==> src/rtl/display_share_arbiter_pkg.sv <==
// Shared definitions for the display share arbiter: FSM state encoding and
// the default word shown while no requester owns the display.
package display_share_arbiter_pkg;

   typedef enum logic [1:0] {
      IDLE   = 2'd0,
      HOLD   = 2'd1,
      SWITCH = 2'd2
   } arb_state_t;

   localparam logic [15:0] DEFAULT_IDLE_PATTERN = 16'h0000;

endpackage

==> src/rtl/display_share_arbiter_rr_pick.sv <==
// Combinational round-robin selector: first asserted request searching
// upward from last+1, wrapping modulo NREQ.
module display_share_arbiter_rr_pick #(
   parameter int unsigned NREQ  = 4,
   parameter int unsigned IDX_W = 2
) (
   input  logic [NREQ-1:0]  req,
   input  logic [IDX_W-1:0] last,
   output logic             found,
   output logic [IDX_W-1:0] winner,
   output logic [NREQ-1:0]  onehot
);

   int unsigned idx;

   // Scan candidates in priority order starting just after the last owner
   always_comb begin
      found  = 1'b0;
      winner = '0;
      onehot = '0;
      idx    = 0;
      for (int unsigned k = 1; k <= NREQ; k++) begin
         idx = (32'(last) + k) % NREQ;
         if (!found && req[IDX_W'(idx)]) begin
            found                 = 1'b1;
            winner                = IDX_W'(idx);
            onehot[IDX_W'(idx)]   = 1'b1;
         end
      end
   end

endmodule

==> src/rtl/display_share_arbiter.sv <==
// Shares one 4-digit seven-segment scanner between NREQ requesters:
// round-robin grant with a guaranteed minimum on-screen time, a one-cycle
// SWITCH gap between owners, and an idle word when nobody requests.
module display_share_arbiter
   import display_share_arbiter_pkg::*;
#(
   parameter int unsigned NREQ         = 4,
   parameter int unsigned HOLD_CYCLES  = 100_000_000,
   parameter int unsigned CNT_W        = 27,
   parameter logic [15:0] IDLE_PATTERN = DEFAULT_IDLE_PATTERN
) (
   input  logic               clk,
   input  logic               rst,
   input  logic [NREQ-1:0]    req,
   input  logic [16*NREQ-1:0] data_in,
   output logic [NREQ-1:0]    grant,
   output logic [15:0]        disp_data,
   output logic               busy
);

   localparam int unsigned     IDX_W    = (NREQ > 1) ? $clog2(NREQ) : 1;
   localparam logic [IDX_W-1:0] LAST_RST = IDX_W'(NREQ - 1);
   localparam logic [CNT_W-1:0] CNT_LAST = CNT_W'(HOLD_CYCLES - 1);

   arb_state_t       state_q, state_d;
   logic [CNT_W-1:0] cnt_q, cnt_d;
   logic [IDX_W-1:0] last_q, last_d;
   logic [NREQ-1:0]  grant_q, grant_d;
   logic [15:0]      disp_q, disp_d;
   logic             busy_q, busy_d;

   logic             pick_found;
   logic [IDX_W-1:0] pick_winner;
   logic [NREQ-1:0]  pick_onehot;
   logic             owner_req;
   logic             others_req;
   logic [15:0]      owner_word;

   display_share_arbiter_rr_pick #(
      .NREQ  (NREQ),
      .IDX_W (IDX_W)
   ) u_rr_pick (
      .req    (req),
      .last   (last_q),
      .found  (pick_found),
      .winner (pick_winner),
      .onehot (pick_onehot)
   );

   // last_q doubles as the owner index while in HOLD
   assign owner_req  = req[last_q];
   assign others_req = |(req & ~grant_q);
   assign owner_word = data_in[{last_q, 4'b0000} +: 16];

   // Next-state, hold counter, grant and display word selection
   always_comb begin
      state_d = state_q;
      cnt_d   = cnt_q;
      last_d  = last_q;
      grant_d = grant_q;
      disp_d  = disp_q;
      unique case (state_q)
         IDLE: begin
            disp_d  = IDLE_PATTERN;
            grant_d = '0;
            if (pick_found) begin
               state_d = HOLD;
               grant_d = pick_onehot;
               last_d  = pick_winner;
               cnt_d   = '0;
            end
         end
         HOLD: begin
            disp_d = owner_word;
            if (!owner_req) begin
               state_d = SWITCH;
               grant_d = '0;
            end else if (cnt_q == CNT_LAST) begin
               if (others_req) begin
                  state_d = SWITCH;
                  grant_d = '0;
               end else begin
                  cnt_d = '0;
               end
            end else begin
               cnt_d = cnt_q + 1'b1;
            end
         end
         SWITCH: begin
            // disp_d keeps the previous owner's word so no idle flash appears
            if (pick_found) begin
               state_d = HOLD;
               grant_d = pick_onehot;
               last_d  = pick_winner;
               cnt_d   = '0;
            end else begin
               state_d = IDLE;
               grant_d = '0;
            end
         end
         default: begin
            state_d = IDLE;
            grant_d = '0;
            disp_d  = IDLE_PATTERN;
         end
      endcase
      busy_d = (state_d != IDLE);
   end

   // State and registered outputs, asynchronous reset
   always_ff @(posedge clk or posedge rst) begin
      if (rst) begin
         state_q <= IDLE;
         cnt_q   <= '0;
         last_q  <= LAST_RST;
         grant_q <= '0;
         disp_q  <= IDLE_PATTERN;
         busy_q  <= 1'b0;
      end else begin
         state_q <= state_d;
         cnt_q   <= cnt_d;
         last_q  <= last_d;
         grant_q <= grant_d;
         disp_q  <= disp_d;
         busy_q  <= busy_d;
      end
   end

   assign grant     = grant_q;
   assign disp_data = disp_q;
   assign busy      = busy_q;

endmodule

==> config.mk <==
export PLATFORM = sky130hd
export DESIGN_NAME = display_share_arbiter
export DESIGN_NICKNAME = d
export VERILOG_FILES = /design/src/rtl/display_share_arbiter_pkg.sv /design/src/rtl/display_share_arbiter_rr_pick.sv /design/src/rtl/display_share_arbiter.sv
export SDC_FILE = /design/constraint.sdc
export NUM_CORES = 1
export LEC_CHECK = 0
export CORE_MARGIN = 5
export CORE_UTILIZATION = 49
export CTS_CLUSTER_SIZE = 14
export DETAILED_ROUTE_END_ITERATION = 12
export HOLD_SLACK_MARGIN = 0.12
export PLACE_DENSITY = 0.81
export SLEW_MARGIN = 10
export SYNTH_ARGS = -nofsm -noshare
export SYNTH_HDL_FRONTEND = slang
export SYNTH_SLANG_ARGS = --single-unit
export TNS_END_PERCENT = 5
==> constraint.sdc <==
create_clock -name clk -period 3.94 [get_ports clk]
set_input_delay 0.985 -clock clk [delete_from_list [all_inputs] [get_ports clk]]
set_output_delay 0.985 -clock clk [all_outputs]
set_load 0.01 [all_outputs]
==> flow_metrics.py, run 1 <==
metrics = {
    "die": {
        "placeableCoreArea_um2": 6720,
        "num_rows": 30,
        "dieArea_um2": 8600,
        "die_w_um": 92.7,
        "dieHeight_um": 92.7,
        "ios": 91,
        "start_util_pct": 49.9,
    },
    "global_routing": {
        "antenna_found_initial": 0,
        "grt.overflow.total": 0,
        "grt_pass1_wl_um": 14800,
        "track_usage_pct": 21.5,
        "first_global_vias": 2958,
        "grt_max_degree": 53,
    },
    "synth": {
        "yosys.area.top_type": "dfrtp_1",
        "ys_ff_latch": 52,
        "ys_warn_count": 0,
        "synth_cell_types": 54,
        "synth_fa_ha_area_share_pct": 3.36,
        "synth_compound_area_share_pct": 14.7,
        "synth_cells": 315,
        "synthMuxAreaShare_pct": 14.9,
        "avgSynthCellArea_um2": 10.6,
        "synth_nets": 394,
        "netlist_top_cells_area": "dfrtp_1 (37%), mux4_2 (13%), a22o_1 (4.2%)",
        "synth_edf_count": 0,
        "ys_async_sr_fraction_pct": 100,
        "synth_seq_area_share_pct": 38.9,
        "synth_top_family_by_area": "simple AND/OR/NAND/NOR gates",
        "synth_xor_xnor_area_share_pct": 2.87,
        "synthesis.area_um2": 3350,
        "ys.flop_type": "dfrtp_1",
        "synthSimpleGateAreaFrac_pct": 20.7,
        "synth_top_area_share_pct": 37.3,
    },
    "sta": {
        "period_share_pct": 84.4,
        "relSlewSlack_pct": 16.0,
        "setup_ws_ns": 0.616,
        "fmax_mhz": 301,
        "setup_viol": 0,
        "hold_viol_final": 0,
        "period_minus_slack_ns": 3.32,
        "skew_ns": 0.00908,
        "rsz0062_at_grt": "no",
        "tightest_slew_ns": 1.26,
        "tns_ns": 0,
        "timing.final.max_slew_violations": 0,
    },
    "clocking": {
        "htreeDepth": 2,
        "cts-root-buf": "clkbuf_8",
        "cts-resized-gates": 0,
        "cts.path.max_buffers": 2,
        "cts_tree": "done",
        "clkLatencyLatePin_ns": 0.31,
        "cts_setup_buffers": 0,
        "cts-hold-fix-buffers": 0,
        "clkSinkCount": 52,
        "path_clk_slew_ns": 0.10,
        "cts_buffers": 5,
    },
    "placement": {
        "place_ws_ns": 0.317,
        "port_buffers": 90,
        "gp_congestion": 0.846,
        "placed_cells": 470,
        "dp_hpwl_um": 6780,
    },
    "layout": {
        "antenna_cells": 0,
        "multi_input_area_um2": 1900,
        "layout-drive-gt1-share_pct": 11.3,
        "final_util_pct": 65.5,
        "layout.nets": 476,
        "seq_area_um2": 1300,
        "fillCellCount": 532,
        "synthToLayoutAreaGrowth_pct": 31.3,
        "fin_cells": 478,
    },
    "detailed_routing": {
        "wire_per_inst_um": 18.6,
        "drtIter0Drc": 194,
        "vias_per_cell": 6.09,
        "detail_route.first_pass.iterations": 4,
        "ant_nets": 0,
        "drc": 0,
        "via_count": 2910,
        "drt-total-wl_um": 8910,
    },
    "power": {
        "p_int_mw": 1.54,
        "seq_power_share_pct": 29.5,
        "vdd_drop_max_mv": 0.516,
        "swShare_pct": 38.7,
        "p_clk_share_pct": 14.5,
        "power_leakage_nw": 1.81,
        "p_sw_mw": 0.973,
        "power.density_nw_per_um2": 571,
        "combinationalPowerShare_pct": 56.0,
    },
    "worst_hold_path": {
        "worstHoldPathType": "reg2reg",
        "hp-start": "disp_data[14]$_DFFE_PP0P_",
    },
    "status": {
        "outcome": "finished, final reports clean",
    },
    "worst_setup_path": {
        "crit_path_end_kind": "flip-flop",
        "crit_start": "req[2]",
        "worst_ep_required_time_ns": 4.18,
        "rr_startpoint": "last_q[0]$_DFFE_PP1P_",
        "startpoint_type": "input port",
        "crit_fanout": 22,
        "path_class": "in2reg",
        "arrival_ns": 3.56,
    },
    "job": {
        "cap_viol_max_count": 0,
    },
}
## final timing paths
check | slack [ns] | cells past startpoint | endpoint
setup / recovery | 0.62 | 8 | cnt_q[15]$_DFFE_PP0P_
hold / removal | 0.51 | 1 | disp_data[14]$_DFFE_PP0P_
setup reg to reg | 1.04 | 7 | cnt_q[15]$_DFFE_PP0P_
hold reg to reg | 0.51 | 1 | disp_data[14]$_DFFE_PP0P_
max in group asynchronous | 2.05 | 2 | cnt_q[7]$_DFFE_PP0P_
min in group asynchronous | 1.25 | 2 | disp_data[8]$_DFFE_PP0P_
## cell type report
type | instances | share of cell area [%]
Multi-Input combinational cell | 231 | 43.1
Tap cell | 80 | 2.27
Timing Repair Buffer | 98 | 21.8
Clock buffer | 6 | 1.65
Sequential cell | 52 | 29.6
Clock inverter | 2 | 0.796
Inverter | 9 | 0.767
## per-stage QoR
step / power (mW) / hold WS (ns) / instance area (µm²)
after global routing: 2.69 / 0.535 / 4400
after floorplan: 1.73 / 0.442 / 3350
after CTS: 2.52 / 0.516 / 4400
final: 2.51 / 0.512 / 4400
after detailed placement: 2.16 / 0.491 / 4290
after global placement: 2.12 / 0.488 / 4290
## power groups by stage
stage,Clock [mW],Sequential (mW),Combinational [mW]
finish,0.365,0.742,1.41
global route,0.389,0.760,1.54
global placement,0,0.747,1.37
floorplan,0,0.777,0.957
CTS,0.371,0.742,1.41
detailed placement,0,0.749,1.41
## cell families after synthesis
logic type | Yosys count
and+or+nand+nor | 121
AOI/OAI and AO/OA | 64
DFF | 52
buffers and inverters | 32
muxes | 26
xor gates and xnor gates | 11
adders and majority gates | 9
## registers in the layout, indices dropped and copies added, names as in the netlist
signal     cells
cnt_q         27
busy           1
disp_data     16
grant          4
last_q         2
state_q        2
## Yosys cell counts, drive strengths merged (5+ instances only)
cell type and instances:
a21oi 12, a22o 16, and3 7, buf 10, clkbuf 13, dfrtp 50
ha 9, inv 9, mux2i 6, mux4 19, nand2 26, nand3 14
nand4 6, nor2 15, nor3 6, nor4 8, nor4b 5, o21ai 9
or3 8, or4 6, xnor2 11
## routing by layer
layer / vias to the layer above / routed length (µm) / global-route usage [%]
met5: - / 0 / 0
met4: 0 / 130 / 5.49
met3: 9 / 249 / 3.25
met2: 61 / 4940 / 38.8
met1: 1473 / 3600 / 26.9
li1: 1367 / - / -
## worst max-delay path, cell delays in order
cell and delay, ns:
clkdlybuf4s50_1 0.56, nor4_1 0.48, nor2_1 0.15, nor4b_2 0.33
or2_1 0.56, inv_1 0.17, nand3_1 0.13, mux2i_1 0.18
## layout by cell type, fill, tap and decap left out, types with 3 or more instances in the layout
master | Yosys | routed
clkdlybuf4s50_1 | 0 | 90
dfrtp_1 | 50 | 50
nand2_1 | 25 | 25
mux4_2 | 19 | 19
a22o_1 | 16 | 16
nor2_1 | 15 | 15
nand3_1 | 14 | 14
a21oi_1 | 12 | 12
xnor2_1 | 11 | 11
ha_1 | 9 | 9
inv_1 | 9 | 8
or3_1 | 8 | 8
o21ai_0 | 8 | 8
buf_4 | 3 | 8
and3_1 | 7 | 7
nor4_1 | 6 | 6
nand4_1 | 6 | 6
or4_1 | 6 | 6
mux2i_1 | 6 | 6
nor3_1 | 6 | 6
clkbuf_8 | 0 | 5
nor2b_1 | 4 | 4
nor4b_1 | 4 | 4
o31ai_1 | 4 | 4
a22oi_1 | 4 | 4
o211a_1 | 4 | 4
a221o_1 | 4 | 4
nand2b_1 | 3 | 3
and4_1 | 3 | 3
o211ai_1 | 3 | 3
Note: power is estimated with default switching activity, not from simulation.
==> run 2: changes to the inputs <==
Clock period 3.94 ns to 3.2 ns, I/O delays scaled along.
==> flow_metrics.py, run 2 (synthesis results as in run 1) <==
metrics = {
    "detailed_routing": {
        "drt-total-wl_um": 8740,
        "via_count": 2937,
        "vias_per_cell": 6.08,
        "wire_per_inst_um": 18.1,
        "detail_route.first_pass.iterations": 4,
        "drc": 0,
        "ant_nets": 0,
        "drtIter0Drc": 143,
    },
    "layout": {
        "layout.nets": 481,
        "final_common_cell": "clkdlybuf4s50_1",
        "synthToLayoutAreaGrowth_pct": 32.4,
        "antenna_cells": 0,
        "top_register": "cnt_q",
        "layout-drive-gt1-share_pct": 12.4,
        "largest_reg_flops": 27,
        "final_util_pct": 66.1,
        "layout_common_cells": "clkdlybuf4s50_1 (90), dfrtp_1 (50), nand2_1 (25)",
        "fillCellCount": 546,
    },
    "global_routing": {
        "first_global_vias": 2942,
        "grt_max_degree": 53,
        "track_usage_pct": 21.0,
        "antenna_found_initial": 0,
        "grt.overflow.total": 0,
        "grt_pass1_wl_um": 14400,
    },
    "placement": {
        "dp_hpwl_um": 6780,
        "port_buffers": 90,
        "gp_congestion": 0.894,
    },
    "clocking": {
        "cts.path.max_buffers": 2,
        "htreeDepth": 2,
        "cts-hold-fix-buffers": 0,
        "cts_tree": "done",
        "cts_buffers": 5,
        "cts-resized-gates": 0,
        "clkSinkCount": 52,
        "cts_setup_buffers": 0,
        "cts-root-buf": "clkbuf_8",
        "path_clk_slew_ns": 0.09,
        "clkLatencyLatePin_ns": 0.31,
    },
    "power": {
        "seq_power_share_pct": 29.6,
        "swShare_pct": 38.6,
        "power.density_nw_per_um2": 691,
        "combinationalPowerShare_pct": 57.6,
        "power_leakage_nw": 1.83,
        "vdd_drop_max_mv": 0.531,
        "p_total_mw": 3.06,
        "p_sw_mw": 1.18,
        "p_clk_share_pct": 12.7,
        "p_int_mw": 1.88,
    },
    "worst_setup_path": {
        "r2r_slack_ns": 0.52,
        "crit_fanout": 21,
        "slowest_delay_ns": 0.62,
        "cp_cell_sequence": "clkdlybuf4s50_1 -> nor4_1 -> nor2_1 -> a21oi_1 -> or2_1 -> buf_12 -> or4_1 -> a21oi_1",
        "path_class": "in2reg",
        "rr_startpoint": "last_q[0]$_DFFE_PP1P_",
        "path_common_cell": "a21oi_1",
        "worst_ep_required_time_ns": 3.43,
        "arrival_ns": 3.07,
        "crit_path_end_kind": "flip-flop",
        "startpoint_type": "input port",
        "reg2reg_depth": 7,
        "slowest_stage": "clkdlybuf4s50_1",
        "r2r-end": "cnt_q[13]$_DFFE_PP0P_",
    },
    "sta": {
        "period_minus_slack_ns": 2.84,
        "fmax_mhz": 352,
        "whs_ns": 0.510,
        "tns_ns": 0,
        "hold_viol_final": 0,
        "period_share_pct": 88.7,
        "relSlewSlack_pct": 29.1,
        "rsz0062_at_grt": "no",
        "tightest_slew_ns": 1.06,
        "timing.final.max_slew_violations": 0,
        "setup_viol": 0,
        "skew_ns": 0.0102,
    },
    "worst_hold_path": {
        "whs_endpoint": "disp_data[5]$_DFFE_PP0P_",
        "holdPathStages": 1,
        "hp-start": "disp_data[5]$_DFFE_PP0P_",
        "worstHoldPathType": "reg2reg",
    },
    "die": {
        "num_rows": 30,
        "start_util_pct": 49.9,
        "placeableCoreArea_um2": 6720,
        "dieHeight_um": 92.7,
        "ios": 91,
        "die_w_um": 92.7,
        "dieArea_um2": 8600,
    },
    "job": {
        "cap_viol_max_count": 0,
    },
    "status": {
        "outcome": "finished, final reports clean",
    },
}
run 2: worst max-delay path by stage:
stage                               start               endpoint  depth (start not counted)
finish                             req[0]  cnt_q[20]$_DFFE_PP0P_                          8
global route                       req[0]  cnt_q[22]$_DFFE_PP0P_                          8
CTS                                req[0]  cnt_q[20]$_DFFE_PP0P_                          8
detailed placement                 req[0]  cnt_q[20]$_DFFE_PP0P_                          8
global placement                   req[0]  cnt_q[22]$_DFFE_PP0P_                          8
floorplan           last_q[0]$_DFFE_PP1P_   grant[0]$_DFFE_PP0P_                         11
run 2: through the flow:
stage          cells  instance area [µm²]  worst slack (ns)
5_1_grt          483                 4440             0.237
2_1_floorplan    315                 3350             0.243
3_5_place_dp     475                 4340            0.0620
4_1_cts          483                 4440             0.398
3_3_place_gp     475                 4340             0.161
6_report         483                 4440             0.361
run 2: area by class of cell:
class	instances	area, µm²	area share, %
clock buffers	7	86.3	1.95
clock inverters	1	7.51	0.169
inverters	9	33.8	0.761
multi-input cells	231	1900	42.7
flip-flops and latches	52	1300	29.4
well taps	80	100	2.26
repair buffers	103	1010	22.8
run 2: power by group through the flow:
stage          clock network, mW  registers, mW  logic, mW
6_report                   0.391          0.908       1.77
3_3_place_gp                   0          0.919       1.72
4_1_cts                    0.397          0.910       1.78
3_5_place_dp                   0          0.922       1.77
5_1_grt                    0.427          0.930       1.92
2_1_floorplan                  0          0.956       1.18
run 2: metal layers:
layer / part of all wire, % / vias to the layer above / GRT usage [%]
met5: 0 / - / 0
met4: 2.5 / 0 / 7.08
met3: 2.7 / 19 / 2.68
met2: 54 / 74 / 36.7
met1: 41 / 1465 / 26.8
li1: - / 1379 / -
run 2: worst max-delay path, delay by kind of cell:
family / cells / cell delay, ns
and+or+nand+nor: 4 / 1.21
buffers and inverters: 2 / 0.81
AOI/OAI and AO/OA: 2 / 0.25
==> run 3: changes to the inputs <==
Settings changed: SETUP_SLACK_MARGIN from default to 0.3.
==> flow_metrics.py, run 3 (synthesis results as in run 1) <==
metrics = {
    "die": {
        "start_util_pct": 49.9,
        "dieArea_um2": 8600,
        "die_w_um": 92.7,
        "placeableCoreArea_um2": 6720,
        "dieHeight_um": 92.7,
        "num_rows": 30,
        "ios": 91,
    },
    "worst_setup_path": {
        "startpoint_type": "input port",
        "critical_path.top_delay_family": "simple AND/OR/NAND/NOR gates",
        "worst_ep_required_time_ns": 3.43,
        "r2r_slack_ns": 0.54,
        "slowest_delay_ns": 0.51,
        "path_class": "in2reg",
        "cp_cell_sequence": "clkdlybuf4s50_1 -> inv_1 -> o2111ai_4 -> nor4b_2 -> or2_1 -> buf_12 -> or4_1 -> a21oi_1",
        "crit_path_end_kind": "flip-flop",
        "worstPathBufferInverterCount": 3,
        "worst-path-stages": 8,
        "crit_fanout": 21,
        "reg2reg_depth": 7,
        "arrival_ns": 3.02,
        "slowest_stage": "clkdlybuf4s50_1",
    },
    "global_routing": {
        "track_usage_pct": 21.4,
        "grt.overflow.total": 0,
        "grt_pass1_wl_um": 14700,
        "antenna_found_initial": 0,
        "first_global_vias": 2928,
        "grt_max_degree": 30,
    },
    "layout": {
        "final_common_cell": "clkdlybuf4s50_1",
        "antenna_cells": 0,
        "fillCellCount": 535,
        "largest_reg_flops": 27,
        "synthToLayoutAreaGrowth_pct": 32.8,
        "layout_common_cells": "clkdlybuf4s50_1 (88), dfrtp_1 (50), nand2_1 (25)",
        "layout-drive-gt1-share_pct": 12.7,
        "top_register": "cnt_q",
        "layout.nets": 480,
        "fin_area_um2": 4450,
    },
    "detailed_routing": {
        "detail_route.first_pass.iterations": 4,
        "vias_per_cell": 6.12,
        "drt-total-wl_um": 9010,
        "drtIter0Drc": 175,
        "via_count": 2950,
        "ant_nets": 0,
        "drc": 0,
        "wire_per_inst_um": 18.7,
    },
    "clocking": {
        "clkLatencyLatePin_ns": 0.30,
        "cts_tree": "done",
        "cts.path.max_buffers": 2,
        "path_clk_slew_ns": 0.09,
        "cts_buffers": 5,
        "cts-root-buf": "clkbuf_8",
        "cts-hold-fix-buffers": 0,
        "clkSinkCount": 52,
        "cts_setup_buffers": 0,
        "htreeDepth": 2,
    },
    "power": {
        "power_leakage_nw": 1.86,
        "vdd_drop_max_mv": 0.629,
        "power.density_nw_per_um2": 693,
    },
    "worst_hold_path": {
        "worstHoldPathType": "reg2reg",
        "holdPathStages": 1,
    },
    "placement": {
        "dp_hpwl_um": 6920,
        "port_buffers": 90,
        "gp_congestion": 0.827,
        "placed_area_um2": 4350,
    },
    "sta": {
        "tns_ns": 0,
        "hold_viol_final": 0,
        "timing.final.max_slew_violations": 0,
        "setup_viol": 0,
        "relSlewSlack_pct": 18.7,
        "skew_ns": 0.00867,
        "rsz0062_at_grt": "no",
        "period_minus_slack_ns": 2.79,
        "period_share_pct": 87.2,
        "fmax_mhz": 358,
        "tightest_slew_ns": 1.22,
        "whs_ns": 0.512,
    },
    "job": {
        "cap_viol_max_count": 0,
    },
    "status": {
        "outcome": "finished, final reports clean",
    },
}
[run 3: cell count changes in the layout (fill, tap and decap cells not counted), sizes merged]
cell,change
buf,-1
clkbuf,-1
clkdlybuf4s50,-2
clkinv,+2
clkinvlp,-1
dlymetal6s2s,+2
[run 3: power breakdown]
part           switching [mW]  internal (mW)
sequential              0.107          0.809
clock                   0.212          0.173
combinational           0.885          0.897
total                    1.21           1.88
[run 3: timing repair]
| item | 4_1_cts | 5_1_grt |
|---|---|---|
| hold endpoints to repair | 0 | 0 |
| setup endpoints to repair | 0 | 11 |
| gates resized for setup | 0 | 3 |
[run 3: path summary, 6_finish.rpt]
| path | startpoint | endpoint |
|---|---|---|
| worst max-delay path | req[1] | cnt_q[12]$_DFFE_PP0P_ |
| max in group asynchronous | rst | last_q[0]$_DFFE_PP1P_ |
| worst min register to register | disp_data[10]$_DFFE_PP0P_ | disp_data[10]$_DFFE_PP0P_ |
| worst max register to register | last_q[0]$_DFFE_PP1P_ | cnt_q[11]$_DFFE_PP0P_ |
| worst min-delay path | disp_data[10]$_DFFE_PP0P_ | disp_data[10]$_DFFE_PP0P_ |
| min in group asynchronous | rst | disp_data[5]$_DFFE_PP0P_ |
[run 3: cell type report]
cell class                      count  area, µm²  area share (%)
Multi-Input combinational cell    231       1900            42.7
Sequential cell                    52       1300            29.3
Timing Repair Buffer              102       1020            22.9
Tap cell                           80        100            2.25
Clock buffer                        6       82.6            1.85
Inverter                            9       33.8           0.759
Clock inverter                      2       10.0           0.225
[run 3: per-stage QoR]
| stage | total power [mW] | cells | utilization, % | setup WS (ns) |
|---|---|---|---|---|
| floorplan | 2.14 | 315 | - | 0.341 |
| global placement | 2.65 | 474 | 64.7 | 0.164 |
| detailed placement | 2.71 | 474 | 64.7 | 0.0436 |
| CTS | 3.09 | 482 | 66.1 | 0.361 |
| global route | 3.28 | 482 | 66.3 | 0.319 |
| finish | 3.08 | 482 | 66.3 | 0.408 |
[run 3: layer usage]
| layer | vias to the layer above | GRT usage [%] | wire length, µm |
|---|---|---|---|
| li1 | 1375 | - | - |
| met1 | 1487 | 28.2 | 3600 |
| met2 | 70 | 36.2 | 4890 |
| met3 | 18 | 3.01 | 294 |
| met4 | 0 | 7.45 | 218 |
| met5 | - | 0 | 0 |
